--- src/rtl/pipe_stall_sched.sv ---
// Stall/flush scheduler for the 5-stage RISC-V pipeline: arbitrates memory wait,
// EX redirect and load-use stalls, and keeps saturating performance counters.
module pipe_stall_sched #(
  parameter int unsigned LU_STALL    = 1,
  parameter int unsigned MEM_TIMEOUT = 255,
  parameter int unsigned CNT_W       = 32
) (
  input  logic             clk,
  input  logic             rst_n,
  input  logic             idex_mem_read,
  input  logic [4:0]       idex_rd,
  input  logic [4:0]       ifid_rs1,
  input  logic [4:0]       ifid_rs2,
  input  logic             ifid_use_rs1,
  input  logic             ifid_use_rs2,
  input  logic             ex_redirect,
  input  logic             dmem_req,
  input  logic             dmem_ack,
  output logic             pc_write,
  output logic             pc_sel_target,
  output logic             ifid_write,
  output logic             ifid_flush,
  output logic             idex_write,
  output logic             idex_flush,
  output logic             exmem_write,
  output logic             memwb_bubble,
  output logic             mem_timeout,
  output logic [CNT_W-1:0] stall_cycles,
  output logic [CNT_W-1:0] redirect_events
);

  typedef enum logic [1:0] {RUN, LU_HOLD, MEM_WAIT} state_e;

  localparam logic [2:0]  LU_RELOAD   = 3'(LU_STALL - 1);
  localparam logic [15:0] TIMEOUT_CNT = 16'(MEM_TIMEOUT);

  state_e           state_q, state_d;
  logic [2:0]       lu_cnt_q, lu_cnt_d;
  logic [15:0]      wait_cnt_q, wait_cnt_d;
  logic             timeout_q, timeout_d;
  logic [CNT_W-1:0] stall_q, stall_d;
  logic [CNT_W-1:0] redir_q, redir_d;

  logic lu_hit;
  logic freeze;
  logic do_redirect;
  logic do_lu_stall;

  assign lu_hit = idex_mem_read && (idex_rd != 5'd0) &&
                  ((ifid_use_rs1 && (ifid_rs1 == idex_rd)) ||
                   (ifid_use_rs2 && (ifid_rs2 == idex_rd)));

  // Once timed out the pipe stays frozen even if an ack shows up late.
  always_comb begin
    freeze      = (state_q == MEM_WAIT) ? (!dmem_ack || timeout_q)
                                        : (dmem_req && !dmem_ack);
    do_redirect = !freeze && ex_redirect;
    do_lu_stall = !freeze && !ex_redirect && ((state_q == LU_HOLD) || lu_hit);
  end

  // NOTE: every always_comb output gets a default first so no latch is inferred.
  always_comb begin
    pc_write      = 1'b1;
    pc_sel_target = 1'b0;
    ifid_write    = 1'b1;
    ifid_flush    = 1'b0;
    idex_write    = 1'b1;
    idex_flush    = 1'b0;
    exmem_write   = 1'b1;
    memwb_bubble  = 1'b0;
    if (!rst_n) begin
      pc_write     = 1'b0;
      ifid_write   = 1'b0;
      idex_write   = 1'b0;
      exmem_write  = 1'b0;
      ifid_flush   = 1'b1;
      idex_flush   = 1'b1;
      memwb_bubble = 1'b1;
    end else if (freeze) begin
      pc_write     = 1'b0;
      ifid_write   = 1'b0;
      idex_write   = 1'b0;
      exmem_write  = 1'b0;
      memwb_bubble = 1'b1;
    end else if (do_redirect) begin
      pc_sel_target = 1'b1;
      ifid_flush    = 1'b1;
      idex_flush    = 1'b1;
    end else if (do_lu_stall) begin
      pc_write   = 1'b0;
      ifid_write = 1'b0;
      idex_flush = 1'b1;
    end
  end

  always_comb begin
    state_d    = state_q;
    lu_cnt_d   = lu_cnt_q;
    wait_cnt_d = wait_cnt_q;
    timeout_d  = timeout_q;
    if (freeze) begin
      // An interrupted LU_HOLD keeps its remaining count through the wait.
      state_d = MEM_WAIT;
      if ((state_q == MEM_WAIT) && (wait_cnt_q != TIMEOUT_CNT)) wait_cnt_d = wait_cnt_q + 16'd1;
      if (wait_cnt_d == TIMEOUT_CNT) timeout_d = 1'b1;
    end else begin
      wait_cnt_d = 16'd0;
      if (do_redirect) begin
        state_d  = RUN;
        lu_cnt_d = 3'd0;
      end else if (state_q == LU_HOLD) begin
        lu_cnt_d = (lu_cnt_q == 3'd0) ? 3'd0 : lu_cnt_q - 3'd1;
        state_d  = (lu_cnt_q <= 3'd1) ? RUN : LU_HOLD;
      end else if (lu_hit) begin
        lu_cnt_d = LU_RELOAD;
        state_d  = (LU_RELOAD != 3'd0) ? LU_HOLD : RUN;
      end else begin
        state_d = (lu_cnt_q != 3'd0) ? LU_HOLD : RUN;
      end
    end
  end

  always_comb begin
    stall_d = stall_q;
    redir_d = redir_q;
    if (!pc_write && (stall_q != '1)) stall_d = stall_q + CNT_W'(1);
    if (pc_sel_target && (redir_q != '1)) redir_d = redir_q + CNT_W'(1);
  end

  // NOTE: sequential state uses non-blocking assignments only.
  always_ff @(posedge clk or negedge rst_n) begin
    if (!rst_n) begin
      state_q    <= RUN;
      lu_cnt_q   <= 3'd0;
      wait_cnt_q <= 16'd0;
      timeout_q  <= 1'b0;
      stall_q    <= '0;
      redir_q    <= '0;
    end else begin
      state_q    <= state_d;
      lu_cnt_q   <= lu_cnt_d;
      wait_cnt_q <= wait_cnt_d;
      timeout_q  <= timeout_d;
      stall_q    <= stall_d;
      redir_q    <= redir_d;
    end
  end

  assign mem_timeout     = timeout_q;
  assign stall_cycles    = stall_q;
  assign redirect_events = redir_q;

endmodule
--- config.mk ---
export PLATFORM = sky130hd
export DESIGN_NAME = pipe_stall_sched
export DESIGN_NICKNAME = d
export VERILOG_FILES = /design/src/rtl/pipe_stall_sched.sv
export SDC_FILE = /design/constraint.sdc
export NUM_CORES = 1
export LEC_CHECK = 0
export ABC_AREA = 1
export CORE_MARGIN = 8
export CORE_UTILIZATION = 45
export DETAILED_ROUTE_END_ITERATION = 8
export PLACE_DENSITY = 0.7
export SLEW_MARGIN = 10
export SYNTH_ARGS = -nofsm -noshare
export SYNTH_HDL_FRONTEND = slang
export SYNTH_SLANG_ARGS = --single-unit
--- constraint.sdc ---
create_clock -name clk -period 1.98 [get_ports clk]
set_input_delay 0.396 -clock clk [delete_from_list [all_inputs] [get_ports clk]]
set_output_delay 0.396 -clock clk [all_outputs]
set_load 0.005 [all_outputs]
==> run_results.csv <==
group,metric,value,unit
clocking,cts-buffers-inserted,9,
layout,final_cell_mix,"sky130_fd_sc_hd__nand2_1 (248), sky130_fd_sc_hd__nor2_1 (92), sky130_fd_sc_hd__dfrtp_1 (86)",
yosys,yosysWarnings,0,
floorplanning,die_width,128,um
setup_path,cp_max_fo,4,
setup_path,crit_arrival,1.59,ns
clocking,clkLatencyLatePin,0.34,ns
setup_path,crit_type,"reg2out",
global_route,first_global_vias,5288,
setup_path,worst_setup_path_end_kind,"output port",
yosys,seq_area_frac_synth,0.383,
floorplanning,ios,96,
setup_path,path_delay_family,"flip-flops",
placement,port_buffers,95,
routing,dr_total_vias,5508,
power_and_ir_drop,vdd_ir_drop_max,0.916,mV
layout,antenna_cells_inserted,0,
timing,worst_slew_pin_slew,0.927,ns
yosys,ranking_of_synthesized_cells_by_area,"sky130_fd_sc_hd__dfrtp_1 (38%), sky130_fd_sc_hd__nand2_1 (17%), sky130_fd_sc_hd__nor2_1 (6.6%)",
floorplanning,initial_utilization,0.453,
setup_path,rrSetupSlack,0.12,ns
clocking,cts.sink_count,86,
setup_path,worst_path_max_stage_delay,0.37,ns
timing,number_of_slew_limit_violations_in_the_final_report,0,
power_and_ir_drop,p_per_area,765,mW/mm2
setup_path,critical_path.startpoint_type,"flop",
clocking,cts.hold.buffers_added,0,
yosys,synth_cell_type_count,36,
placement,post-dp-hpwl,11500,um
global_route,global_route.usage.total,0.195,
timing,rsz0062_at_grt,"yes",
floorplanning,core.rowCount,41,
setup_path,critical_path.cell_chain,"inv_2 -> nor2_4 -> o21a_4 -> buf_6 -> nor2_4 -> nand2_2 -> nand2_2 -> inv_2 -> buf_6",
routing,post_drt_wl_per_cell,14.0,um
floorplanning,die_h,128,um
clocking,h-tree-depth,3,
routing,final_routed_drc_violation_total,0,
yosys,post_synth_instance_area,0.00562,mm2
yosys,postSynthCellCount,781,
yosys,synth_area_leader_cell,"sky130_fd_sc_hd__dfrtp_1",
global_route,grt_max_degree,71,
setup_path,critPathSlowestCell,"sky130_fd_sc_hd__dfrtp_1",
floorplanning,coreArea,0.0124,mm2
routing,drt_first_pass_iters,5,
clocking,cts_buffer_depth,2,
clocking,clock-root-buffer,"sky130_fd_sc_hd__clkbuf_16",
status,result_of_the_run,"finished with violations",
yosys,number_of_synthesized_flops_with_an_enable_pin,0,
flow_run,drv_cap,0,
global_route,grt_first_pass_wirelength,25600,um
layout,drive_gt1_frac,0.133,
global_route,grt_remaining_overflow,0,
layout,design_area,0.00751,mm2
routing,drt.antenna.violating_nets,0,
yosys,synth_nets,809,
floorplanning,die_area,0.0163,mm2
global_route,grt_antenna_before_repair,0,
yosys,synth_async_sr_flop_share,1.00,
timing,timing.final.setup_violations,2,
clocking,path_clk_slew,0.06,ns
timing,final_hold_viol_count,0,
routing,detailedRoute.firstIterationViolations,496,
yosys,synth_largest_type_area_fraction,0.383,
setup_path,worst-endpoint-required,1.58,ns
timing,setup_ws,-0.00538,ns
setup_path,cp_num_buf_inv,4,
yosys,synth_seq_cells,86,
layout,layout-area-overhead-vs-synth,33.6,%
timing,max_slew_margin,0.382,
placement,detailed_place.area,0.00708,mm2
power_and_ir_drop,cellLeakagePower,0.00360,uW
routing,drt_wl_total,15500,um
yosys,synth_ff_type,"sky130_fd_sc_hd__dfrtp_1",
yosys,syn_avg_cell_area,7.20,um2
layout,layout.nets,957,
timing,max_clock_freq,0.504,GHz
timing,final_min_period_over_clock_period,1.00,
min_path,worst_hold_path_type,"in2async",
timing,timing.hold.ws,0.0168,ns
status,failed_checks,"negative setup slack",
timing,timing.clock.skew,0.00344,ns
routing,avgViaCountPerCell,4.98,
placement,place_congestion,0.944,
clocking,cts_tree,"built",
layout,layout_commonest_cell,"sky130_fd_sc_hd__nand2_1",
timing,final.min_clock_period,1.99,ns
## where the power goes
part	switching (uW)	internal (uW)
Clock	719	1170
Sequential	245	1990
Combinational	832	789
Total	1790	3950
## final cells by class
cell class	instances	area, um2
Clock buffer	11	253
Fill cell	1199	4910
Clock inverter	5	81.3
Tap cell	172	215
Multi-Input combinational cell	605	3130
Timing Repair Buffer	152	1390
Sequential cell	86	2150
Inverter	75	287
## per-layer routing
metal,GRT usage,part of all wire
met5,0,0
met4,0.0601,0.011
met3,0.0441,0.052
met2,0.305,0.46
met1,0.261,0.48
## per-stage QoR
| step | setup TNS, ns | util | setup WS (ns) | power, uW | cells |
|---|---|---|---|---|---|
| after floorplan | 0 | - | 0.124 | 3100 | 781 |
| after global placement | -24.64 | 0.570 | -0.581 | 3840 | 1083 |
| after detailed placement | -25.27 | 0.570 | -0.588 | 3850 | 1083 |
| after CTS | -0.0640 | 0.599 | -0.0321 | 5770 | 1102 |
| after global routing | -0.266 | 0.605 | -0.0857 | 6140 | 1106 |
| final | -0.0107 | 0.605 | -0.00538 | 5740 | 1106 |
## kinds of logic after synthesis
family,Yosys count,share of synthesized area
AOI/OAI and AO/OA,31,0.0314
buffers and inverters,90,0.0719
DFF,86,0.383
and+or+nand+nor,501,0.397
adders and majority gates,5,0.0111
xor gates and xnor gates,68,0.106
## repair_timing
item                       4_1_cts  5_1_grt
resized for setup               51       18
setup endpoints to repair       39       58
setup buffers                    3        4
pin swaps                       15       13
## cells in the mapped netlist (2+ instances only)
| cell | n |
|---|---|
| sky130_fd_sc_hd__a21oi_1 | 8 |
| sky130_fd_sc_hd__buf_2 | 3 |
| sky130_fd_sc_hd__buf_4 | 5 |
| sky130_fd_sc_hd__buf_6 | 5 |
| sky130_fd_sc_hd__dfrtp_1 | 86 |
| sky130_fd_sc_hd__ha_1 | 5 |
| sky130_fd_sc_hd__inv_1 | 73 |
| sky130_fd_sc_hd__inv_4 | 2 |
| sky130_fd_sc_hd__nand2_1 | 250 |
| sky130_fd_sc_hd__nand2_2 | 5 |
| sky130_fd_sc_hd__nand2_4 | 3 |
| sky130_fd_sc_hd__nand3_1 | 68 |
| sky130_fd_sc_hd__nand3_2 | 2 |
| sky130_fd_sc_hd__nand3b_1 | 3 |
| sky130_fd_sc_hd__nand4_1 | 25 |
| sky130_fd_sc_hd__nor2_1 | 99 |
| sky130_fd_sc_hd__nor2_2 | 8 |
| sky130_fd_sc_hd__nor3_1 | 24 |
| sky130_fd_sc_hd__nor3_2 | 3 |
| sky130_fd_sc_hd__nor4_1 | 6 |
| sky130_fd_sc_hd__o21ai_0 | 10 |
| sky130_fd_sc_hd__o21ai_1 | 7 |
| sky130_fd_sc_hd__o22ai_1 | 2 |
| sky130_fd_sc_hd__xnor2_1 | 27 |
| sky130_fd_sc_hd__xor2_1 | 41 |
## flip-flops by register name, indices dropped and copies added (netlist names)
| signal | count |
|---|---|
| state_q | 2 |
| mem_timeout | 1 |
| redirect_events | 32 |
| lu_cnt_q | 3 |
| stall_cycles | 32 |
| wait_cnt_q | 16 |
## path summary, 6_finish.rpt
kind / startpoint / to / cells after the start
setup / recovery: state_q[1] / ifid_write / 9
hold / removal: rst_n / wait_cnt_q[10] / 2
setup reg to reg: state_q[1] / stall_cycles[2] / 12
hold reg to reg: mem_timeout / mem_timeout / 2
max in group asynchronous: rst_n / stall_cycles[14] / 3
min in group clk: mem_timeout / mem_timeout / 2
(Power assumes the default switching activity.)
